$ cat src/rtl/uart_sched_pkg.sv
// ============================================================================
// Module  : uart_sched_pkg
// Brief   : Shared state encoding, defaults and width helpers for the UART TX scheduler.
// Revision: 1.0 - initial release
// ============================================================================
`default_nettype none

package uart_sched_pkg;

    typedef enum logic [1:0] {
        ST_IDLE = 2'd0,
        ST_LOAD = 2'd1,
        ST_WAIT = 2'd2,
        ST_GAP  = 2'd3
    } sched_state_e;

    localparam int unsigned DEF_BAUD_END = 5208;

    // Start bit + 8 data + stop bit, plus the transmitter's internal handshake slack.
    function automatic int unsigned frame_cycles(input int unsigned baud_end);
        return 10 * baud_end + 4;
    endfunction

    function automatic int unsigned idx_width(input int unsigned n);
        return (n <= 2) ? 1 : int'($clog2(n));
    endfunction

endpackage

`default_nettype wire

$ cat src/rtl/uart_rr_arb.sv
// ============================================================================
// Module  : uart_rr_arb
// Brief   : Winner search for the UART scheduler; round-robin by default,
//           fixed lowest-index priority when UART_SCHED_FIXED_PRIO_EN is defined.
// Revision: 1.0 - initial release
// ============================================================================
`default_nettype none

module uart_rr_arb
    import uart_sched_pkg::*;
#(
    parameter  int unsigned NUM_REQ = 4,
    localparam int unsigned IDX_W   = idx_width(NUM_REQ)
) (
    input  logic               clk_i,
    input  logic               rst_i,
    input  logic [NUM_REQ-1:0] req_i,
    input  logic               grant_en_i,
    output logic               any_o,
    output logic [IDX_W-1:0]   win_o
);

`ifdef UART_SCHED_FIXED_PRIO_EN

    logic w_unused_ports;
    assign w_unused_ports = ^{clk_i, rst_i, grant_en_i};

    always_comb begin
        any_o = 1'b0;
        win_o = '0;
        for (int k = NUM_REQ - 1; k >= 0; k--) begin
            if (req_i[k]) begin
                any_o = 1'b1;
                win_o = IDX_W'(k);
            end
        end
    end

`else

    logic [IDX_W-1:0] ptr_q;
    logic [IDX_W-1:0] ptr_d;

    // Walk NUM_REQ candidates starting one past the last winner, wrapping at NUM_REQ.
    always_comb begin
        logic [IDX_W-1:0] cand;
        any_o = 1'b0;
        win_o = '0;
        cand  = ptr_q;
        for (int k = 0; k < NUM_REQ; k++) begin
            cand = (cand == IDX_W'(NUM_REQ - 1)) ? '0 : cand + IDX_W'(1);
            if (!any_o && req_i[cand]) begin
                any_o = 1'b1;
                win_o = cand;
            end
        end
    end

    always_comb begin
        ptr_d = ptr_q;
        if (grant_en_i && any_o) begin
            ptr_d = win_o;
        end
    end

    always_ff @(posedge clk_i or posedge rst_i) begin
        if (rst_i) begin
            ptr_q <= '0;
        end else begin
            ptr_q <= ptr_d;
        end
    end

`endif

endmodule

`default_nettype wire

$ cat src/rtl/uart_tx_sched.sv
// ============================================================================
// Module  : uart_tx_sched
// Brief   : Shares one UART byte transmitter among NUM_REQ requesters and times
//           each frame itself. Option: UART_SCHED_FIXED_PRIO_EN (fixed priority).
// Revision: 1.0 - initial release
// ============================================================================
`default_nettype none

module uart_tx_sched
    import uart_sched_pkg::*;
#(
    parameter int unsigned NUM_REQ   = 4,
    parameter int unsigned BAUD_END  = DEF_BAUD_END,
    parameter int unsigned FRAME_CYC = frame_cycles(BAUD_END),
    parameter int unsigned GAP_CYC   = 0
) (
    input  logic                 sclk,
    input  logic                 s_rst,
    input  logic [NUM_REQ-1:0]   req_valid,
    input  logic [8*NUM_REQ-1:0] req_data,
    output logic [NUM_REQ-1:0]   req_ready,
    output logic                 tx_flag,
    output logic [7:0]           tx_data,
    output logic                 busy,
    output logic [2:0]           grant_id
);

    localparam int unsigned IDX_W      = idx_width(NUM_REQ);
    localparam logic [15:0] FRAME_LOAD = 16'(FRAME_CYC - 1);
    localparam logic [7:0]  GAP_LOAD   = (GAP_CYC > 0) ? 8'(GAP_CYC - 1) : 8'd0;

    if (FRAME_CYC > 65535 || FRAME_CYC == 0) begin : g_frame_cyc_chk
        $error("uart_tx_sched: FRAME_CYC must be 1..65535");
    end

    if (NUM_REQ < 2 || NUM_REQ > 8 || GAP_CYC > 255) begin : g_param_chk
        $error("uart_tx_sched: NUM_REQ must be 2..8 and GAP_CYC 0..255");
    end

    sched_state_e     state_q, state_d;
    logic [15:0]      frame_cnt_q, frame_cnt_d;
    logic [7:0]       gap_cnt_q, gap_cnt_d;
    logic [7:0]       tx_data_q, tx_data_d;
    logic [2:0]       grant_q, grant_d;
    logic             arb_any;
    logic [IDX_W-1:0] arb_win;
    logic             grant_en;

    uart_rr_arb #(
        .NUM_REQ    (NUM_REQ)
    ) u_arb (
        .clk_i      (sclk),
        .rst_i      (s_rst),
        .req_i      (req_valid),
        .grant_en_i (grant_en),
        .any_o      (arb_any),
        .win_o      (arb_win)
    );

    always_comb begin
        state_d     = state_q;
        frame_cnt_d = frame_cnt_q;
        gap_cnt_d   = gap_cnt_q;
        tx_data_d   = tx_data_q;
        grant_d     = grant_q;
        req_ready   = '0;
        tx_flag     = 1'b0;
        busy        = 1'b1;
        grant_en    = 1'b0;

        case (state_q)
            ST_IDLE: begin
                busy = 1'b0;
                if (arb_any) begin
                    grant_en           = 1'b1;
                    req_ready[arb_win] = 1'b1;
                    tx_data_d          = req_data[{arb_win, 3'b000} +: 8];
                    grant_d            = 3'(arb_win);
                    state_d            = ST_LOAD;
                end
            end
            ST_LOAD: begin
                tx_flag     = 1'b1;
                frame_cnt_d = FRAME_LOAD;
                state_d     = ST_WAIT;
            end
            ST_WAIT: begin
                if (frame_cnt_q == 16'd0) begin
                    if (GAP_CYC != 0) begin
                        gap_cnt_d = GAP_LOAD;
                        state_d   = ST_GAP;
                    end else begin
                        state_d   = ST_IDLE;
                    end
                end else begin
                    frame_cnt_d = frame_cnt_q - 16'd1;
                end
            end
            ST_GAP: begin
                if (gap_cnt_q == 8'd0) begin
                    state_d   = ST_IDLE;
                end else begin
                    gap_cnt_d = gap_cnt_q - 8'd1;
                end
            end
            default: begin
                state_d = ST_IDLE;
            end
        endcase
    end

    always_ff @(posedge sclk or posedge s_rst) begin
        if (s_rst) begin
            state_q     <= ST_IDLE;
            frame_cnt_q <= '0;
            gap_cnt_q   <= '0;
            tx_data_q   <= 8'h00;
            grant_q     <= '0;
        end else begin
            state_q     <= state_d;
            frame_cnt_q <= frame_cnt_d;
            gap_cnt_q   <= gap_cnt_d;
            tx_data_q   <= tx_data_d;
            grant_q     <= grant_d;
        end
    end

    assign tx_data  = tx_data_q;
    assign grant_id = grant_q;

endmodule

`default_nettype wire
$ cat config.mk
export PLATFORM = sky130hd
export DESIGN_NAME = uart_tx_sched
export DESIGN_NICKNAME = d
export VERILOG_FILES = /design/src/rtl/uart_sched_pkg.sv /design/src/rtl/uart_rr_arb.sv /design/src/rtl/uart_tx_sched.sv
export SDC_FILE = /design/constraint.sdc
export NUM_CORES = 1
export LEC_CHECK = 0
export ABC_AREA = 1
export CORE_AREA = 5 5 88 90
export DETAILED_ROUTE_END_ITERATION = 10
export DIE_AREA = 0 0 93 95
export MAX_ROUTING_LAYER = met4
export PLACE_DENSITY = 0.65
export SYNTH_ARGS = -nofsm -noshare
export SYNTH_HDL_FRONTEND = slang
export SYNTH_HIERARCHICAL = 1
export SYNTH_SLANG_ARGS = --single-unit
$ cat constraint.sdc
create_clock -name sclk -period 7.4 [get_ports sclk]
set_input_delay 1.85 -clock sclk [delete_from_list [all_inputs] [get_ports sclk]]
set_output_delay 1.85 -clock sclk [all_outputs]
set_load 0.01 [all_outputs]
==> metrics.txt, run 1 <==
status=finished clean; CTS tree=done; share of the synthesized area in the top cell type=0.359; arrival time worst endpoint=roughly 4500 ps; CP Launch Type=primary input; Layout Nets=467; layout cells sized above 1=0.119; max cap viols=0; Worst Hold Class=reg -> reg; leakage power=~1.6 nW; sequential share of the synthesized area=0.359; synthesized cell area=approximately 0.0027 mm2; vias in the first global route=approximately 2400; Post CTS Setup Buffer Count=0; final setup TNS=0 ps; dpl cell area=approximately 0.0032 mm2; Critical Path Fanout Max=15; Die Area=just under 0.009 mm2; period utilization=0.856; hold violation total from the final report=0; root buf cell=clkbuf_8; insertion delay to the later sink of the worst-skew pair=around 300 ps; Die W=roughly 93 um; syn nets=just over 400; post-synthesis cell count=roughly 370; Worst setup EP type=output port; GRT overflow=0; initial DRC count=about 170; Initial Util=0.380; final setup fails=0; CTS max path bufs=2; Max-slew headroom=0.545; largest net degree at the start of global routing=37; r2r setup slk=between 4000 and 5000 ps; peak supply drop=0.0736 mV; Top Ports=55; hold_buf cts=0; post-route cell area=0.00338 mm2; Crit Path Class=in -> out; post-route minimum period=about 6300 ps; share of flip-flops with an asynchronous set or reset=1.00; RSZ-0062 raised after global routing=no; top post-synthesis cells by area=dfrtp_1 (36%), nand2_1 (18%), nor2_1 (5.9%), inv_1 (5.7%), nand3_1 (4.7%); Yosys reg bits=38; Reg clk slew, reported paths=70 ps; Worst path slowest cell=clkdlybuf4s50_1; delay-heaviest family, CP=buffers and inverters; Final Wtd Congestion=0.900; met1 wire length=between 2000 and 3000 um; ys flop type=dfrtp_1; Avg Cell Area, Syn=7.12 um2; number of port buffers=53; P per Cell Area=~140 mW/mm2; highest achievable clock rate=158 MHz; crit-path cells=clkdlybuf4s50_1 > inv_1 > o21ai_0 > nand2_1 > o21ai_2 > nor2_4 > inv_1 > nand2_1 > inv_1 > nand2_1 > nor2_1 > clkdlybuf4s50_1; cts repair resizes=0; clk sinks=38; WP data required=between 5000 and 6000 ps; Worst Path Buf+Inv=5; DR WL/cell=between 10 and 15 um; count of cell types in the netlist=31; first-pass GRT wire length=roughly 11000 um; final-report max-slew violation count=0; CTS buffer count=5; worst-margin pin slew=680 ps; First-pass DRT Iterations=4; top post-synthesis cells by count=nand2_1 (124), nor2_1 (42), inv_1 (40); Final ANT Viol Nets=0; Die Ht=95 um; met2 wire len=between 3000 and 4000 um; YS warnings=6; antenna violations before repair=0; Routed met3 length=343 um; Top Metal Used=met4; DP Wirelength=4980 um; most common cell in the netlist=nand2_1; Synth area leader=dfrtp_1; Max stage delay on crit path=roughly 550 ps; routed via count=~2500; Post-synth EDFFs=0; WL final=6440 um; n_diodes=0; synth-to-layout area growth=27.5%; clock skew=approximately 12 ps; area of the core=between 0.006 and 0.007 mm2; GR Util All Layers=0.163; H-tree depth reported by CTS=2; vias per inst=approximately 5; Remaining DRCs=0; row cnt=31
==> stage by stage <==
step                      instances  hold slack [ps]  setup WS [ps]  total power, mW  utilization
after floorplan                 372              442           2550            0.232            -
after global placement          501              454           1150            0.257        0.463
after detailed placement        501              465           1080            0.258        0.463
after CTS                       509              477           1060            0.479        0.484
after global routing            509              490            834            0.494        0.484
final                           509              476           1070            0.473        0.484
==> final cells by class <==
| type | instances | area (um2) |
|---|---|---|
| Inverter | 42 | 160 |
| Tap cell | 82 | 103 |
| Fill cell | 689 | 3600 |
| Timing Repair Buffer | 54 | 538 |
| Sequential cell | 38 | 951 |
| Multi-Input combinational cell | 285 | 1480 |
| Clock buffer | 6 | 82.6 |
| Clock inverter | 2 | 60.1 |
==> routing by layer <==
metal | vias up | global-route usage
met1 | 1125 | 0.218
met2 | 55 | 0.246
met3 | 10 | 0.0327
li1 | 1288 | -
met4 | 0 | 0.0549
met5 | - | -
==> where the power goes <==
| part | switching [mW] | internal, mW |
|---|---|---|
| clock | 0.0762 | 0.144 |
| combinational | 0.0219 | 0.0235 |
| sequential | 0 | 0.207 |
==> kinds of logic (layout without fill, tap and decap cells) <==
logic type | after synthesis | count (layout) | share of synthesized area
fa+ha+maj | 3 | 3 | 0.0142
compound gates | 42 | 42 | 0.117
other cells | 1 | 1 | 0.00142
xor+xnor | 11 | 11 | 0.0364
flops | 38 | 38 | 0.359
buf+inv | 49 | 104 | 0.0812
simple gates | 228 | 228 | 0.391
==> sequential cells by signal (all words and copies together) (netlist names) <==
signal	cells
tx_data	8
gap_cnt_q	8
state_q	2
grant_id	2
frame_cnt_q	16
u_arb/ptr_q	2
==> cell usage in the layout (no fill, tap or decap), types with 12 or more instances in the layout <==
cell type        count
o21ai_0             12
nand3_1             25
inv_1               40
nand2_1            124
clkdlybuf4s50_1     53
nor2_1              42
nand2_2             12
dfrtp_1             38
==> path summary, 6_finish.rpt <==
kind	start	endpoint	depth (start not counted)
worst max-delay path	req_valid[1]	req_ready[3]	12
worst min register to register	gap_cnt_q[0]	gap_cnt_q[0]	1
worst min-delay path	gap_cnt_q[0]	gap_cnt_q[0]	1
max in group asynchronous	s_rst	frame_cnt_q[14]	3
min in group asynchronous	s_rst	u_arb/ptr_q[0]	2
worst max register to register	u_arb/ptr_q[0]	tx_data[2]	12
No activity file was read; power rests on OpenSTA's default activity.
==> run 2: changes to the inputs <==
--- a/config.mk
+++ b/config.mk
@@ -10,7 +10,7 @@
 export DETAILED_ROUTE_END_ITERATION = 10
 export DIE_AREA = 0 0 93 95
 export MAX_ROUTING_LAYER = met4
-export PLACE_DENSITY = 0.65
+export PLACE_DENSITY = 0.67
 export SYNTH_ARGS = -nofsm -noshare
 export SYNTH_HDL_FRONTEND = slang
 export SYNTH_HIERARCHICAL = 1
==> constraint.sdc (replaced) <==
create_clock -name sclk -period 5.34 [get_ports sclk]
set_input_delay 1.335 -clock sclk [delete_from_list [all_inputs] [get_ports sclk]]
set_output_delay 1.335 -clock sclk [all_outputs]
set_load 0.01 [all_outputs]
==> metrics.txt, run 2 (synthesized netlist as in run 1, its figures left out) <==
WL final=6420 um (-0.23%); max reg flops=16 (unchanged); row cnt=31 (unchanged); Max-slew headroom=0.553 (+0.00797); GRT overflow=0 (unchanged); hold path start=gap_cnt_q[0]; Die W=93 um (unchanged); final-report max-slew violation count=0 (unchanged); RSZ-0062 raised after global routing=no; reg2reg end=tx_data[3]; synth-to-layout area growth=26.1%; First-pass DRT Iterations=5 (+1); P per Cell Area=166 mW/mm2 (+19%); hold_ws=474 ps (-1.88 ps); crit-path cells=clkdlybuf4s50_1 > nand2_2 > nand2_2 > nand2_2 > nand2_4 > nor2_8 > nand3_1 > nand3_1 > inv_1 > nor3_1 > clkdlybuf4s50_1; CTS tree=done; vias per inst=4.82 (-0.99%); leakage power=1.63 nW (-0.83%); vias in the first global route=2412 (+0.63%); first-pass GRT wire length=10900 um (-3.2%); fin worst setup slack=442 ps (-626 ps); period utilization=0.917; initial DRC count=109 (-34%); Crit Path Class=in -> out; CTS buffer count=5 (unchanged); root buf cell=clkbuf_8; clk sinks=38 (unchanged); commonest non-fill, non-tap cell in the layout=nand2_1; hold_buf cts=0 (unchanged); overall power=555 uW (+17%); area of the core=0.00698 mm2 (unchanged); r2r setup slk=2280 ps (-2050 ps); n_diodes=0 (unchanged); Final ANT Viol Nets=0 (unchanged); commonest non-fill, non-tap cells in the layout=nand2_1 (124), clkdlybuf4s50_1 (53), nor2_1 (42), inv_1 (40), dfrtp_1 (38); Remaining DRCs=0 (unchanged); DP Wirelength=4940 um (-0.83%); final setup TNS=0 ps (unchanged); Critical Path Fanout Max=7 (-8); Top Ports=55 (unchanged); layout cells sized above 1=0.121 (+0.00177); Layout Nets=469 (+0.43%); Max stage delay on crit path=590 ps (+40 ps); post-route minimum period=about 4900 ps; WP data required=4010 ps (-1540 ps); Die Area=0.00884 mm2 (unchanged); hold violation total from the final report=0 (unchanged); routed via count=2463 (-0.61%); Reg clk slew, reported paths=70 ps (about the same); Worst setup EP type=output port; Post CTS Setup Buffer Count=0 (unchanged); fin util=0.479 (-0.00520); insertion delay to the later sink of the worst-skew pair=290 ps (about the same); largest net degree at the start of global routing=35 (-5.4%); cts repair resizes=0 (unchanged); final setup fails=0 (unchanged); worst-margin pin slew=668 ps (-11.9 ps); CP most frequent cell=nand2_2; highest achievable clock rate=~200 MHz; CTS max path bufs=2 (unchanged); Die Ht=95 um (unchanged); arrival time worst endpoint=3560 ps (-920 ps); GR Util All Layers=0.158 (-0.00421); clock skew=7.49 ps (-5.00 ps); antenna violations before repair=0 (unchanged); H-tree depth reported by CTS=2 (unchanged); Reg with most FFs=frame_cnt_q; Final Wtd Congestion=0.880 (-2.2%); DP Worst Slack=470 ps (-608 ps); CP Launch Type=primary input; r2r worst-path depth=12 (unchanged); Worst path slowest cell=clkdlybuf4s50_1; CP endpoint=req_ready[2]; FILL cells=696 (+1.0%); Critical R2R Launch=u_arb/ptr_q[0]; max cap viols=0 (unchanged); CP startpoint=req_valid[2]; Initial Util=0.380 (unchanged); Worst Hold Class=reg -> reg; number of port buffers=53 (unchanged); status=finished clean; peak supply drop=0.0846 mV (+15%); DR WL/cell=12.6 um (-0.62%)
run 2: cell types whose count changed in the layout (fill, tap and decap cells not counted), sizes merged:
cell,previous run,this run
buf,1,3
bufinv,2,0
clkbuf,6,7
clkinv,0,1
run 2: per-layer routing:
layer / vias up / global-route usage / part of all wire
li1: 1283 / - / -
met2: 35 / 0.276 / 0.51
met5: - / - / 0
met3: 12 / 0.0239 / 0.019
met1: 1133 / 0.187 / 0.44
met4: 0 / 0.0549 / 0.025
run 2: worst max-delay path, delay by kind of cell:
kind	cells	cell delay [ps]
AND/OR/NAND/NOR	8	1040
buffers and inverters	3	1180
run 2: how the worst min path moves through the flow:
stage	endpoint	slack, ps	cells after the start
floorplan	gap_cnt_q[0]	440	1
global placement	gap_cnt_q[0]	460	1
detailed placement	gap_cnt_q[0]	470	1
CTS	gap_cnt_q[0]	480	1
global route	gap_cnt_q[0]	500	1
finish	gap_cnt_q[0]	470	1
run 2: area by class of cell:
class,count,area [um2],area share
Clock inverter,1,5.00,0.00150
Tap cell,82,103,0.0307
Sequential cell,38,951,0.285
Inverter,42,160,0.0479
Multi-Input combinational cell,285,1480,0.444
Clock buffer,7,86.3,0.0258
Timing Repair Buffer,56,553,0.165
run 2: through the flow:
stage          instance area [um2]  instances
3_5_place_dp                  3250        503
4_1_cts                       3340        511
6_report                      3340        511
2_1_floorplan                 2650        372
3_3_place_gp                  3250        503
5_1_grt                       3340        511
run 2: power by group:
part / internal (mW) / switching [mW]
registers: 0.288 / 0
logic: 0.0325 / 0.0298
clock network: 0.104 / 0.101
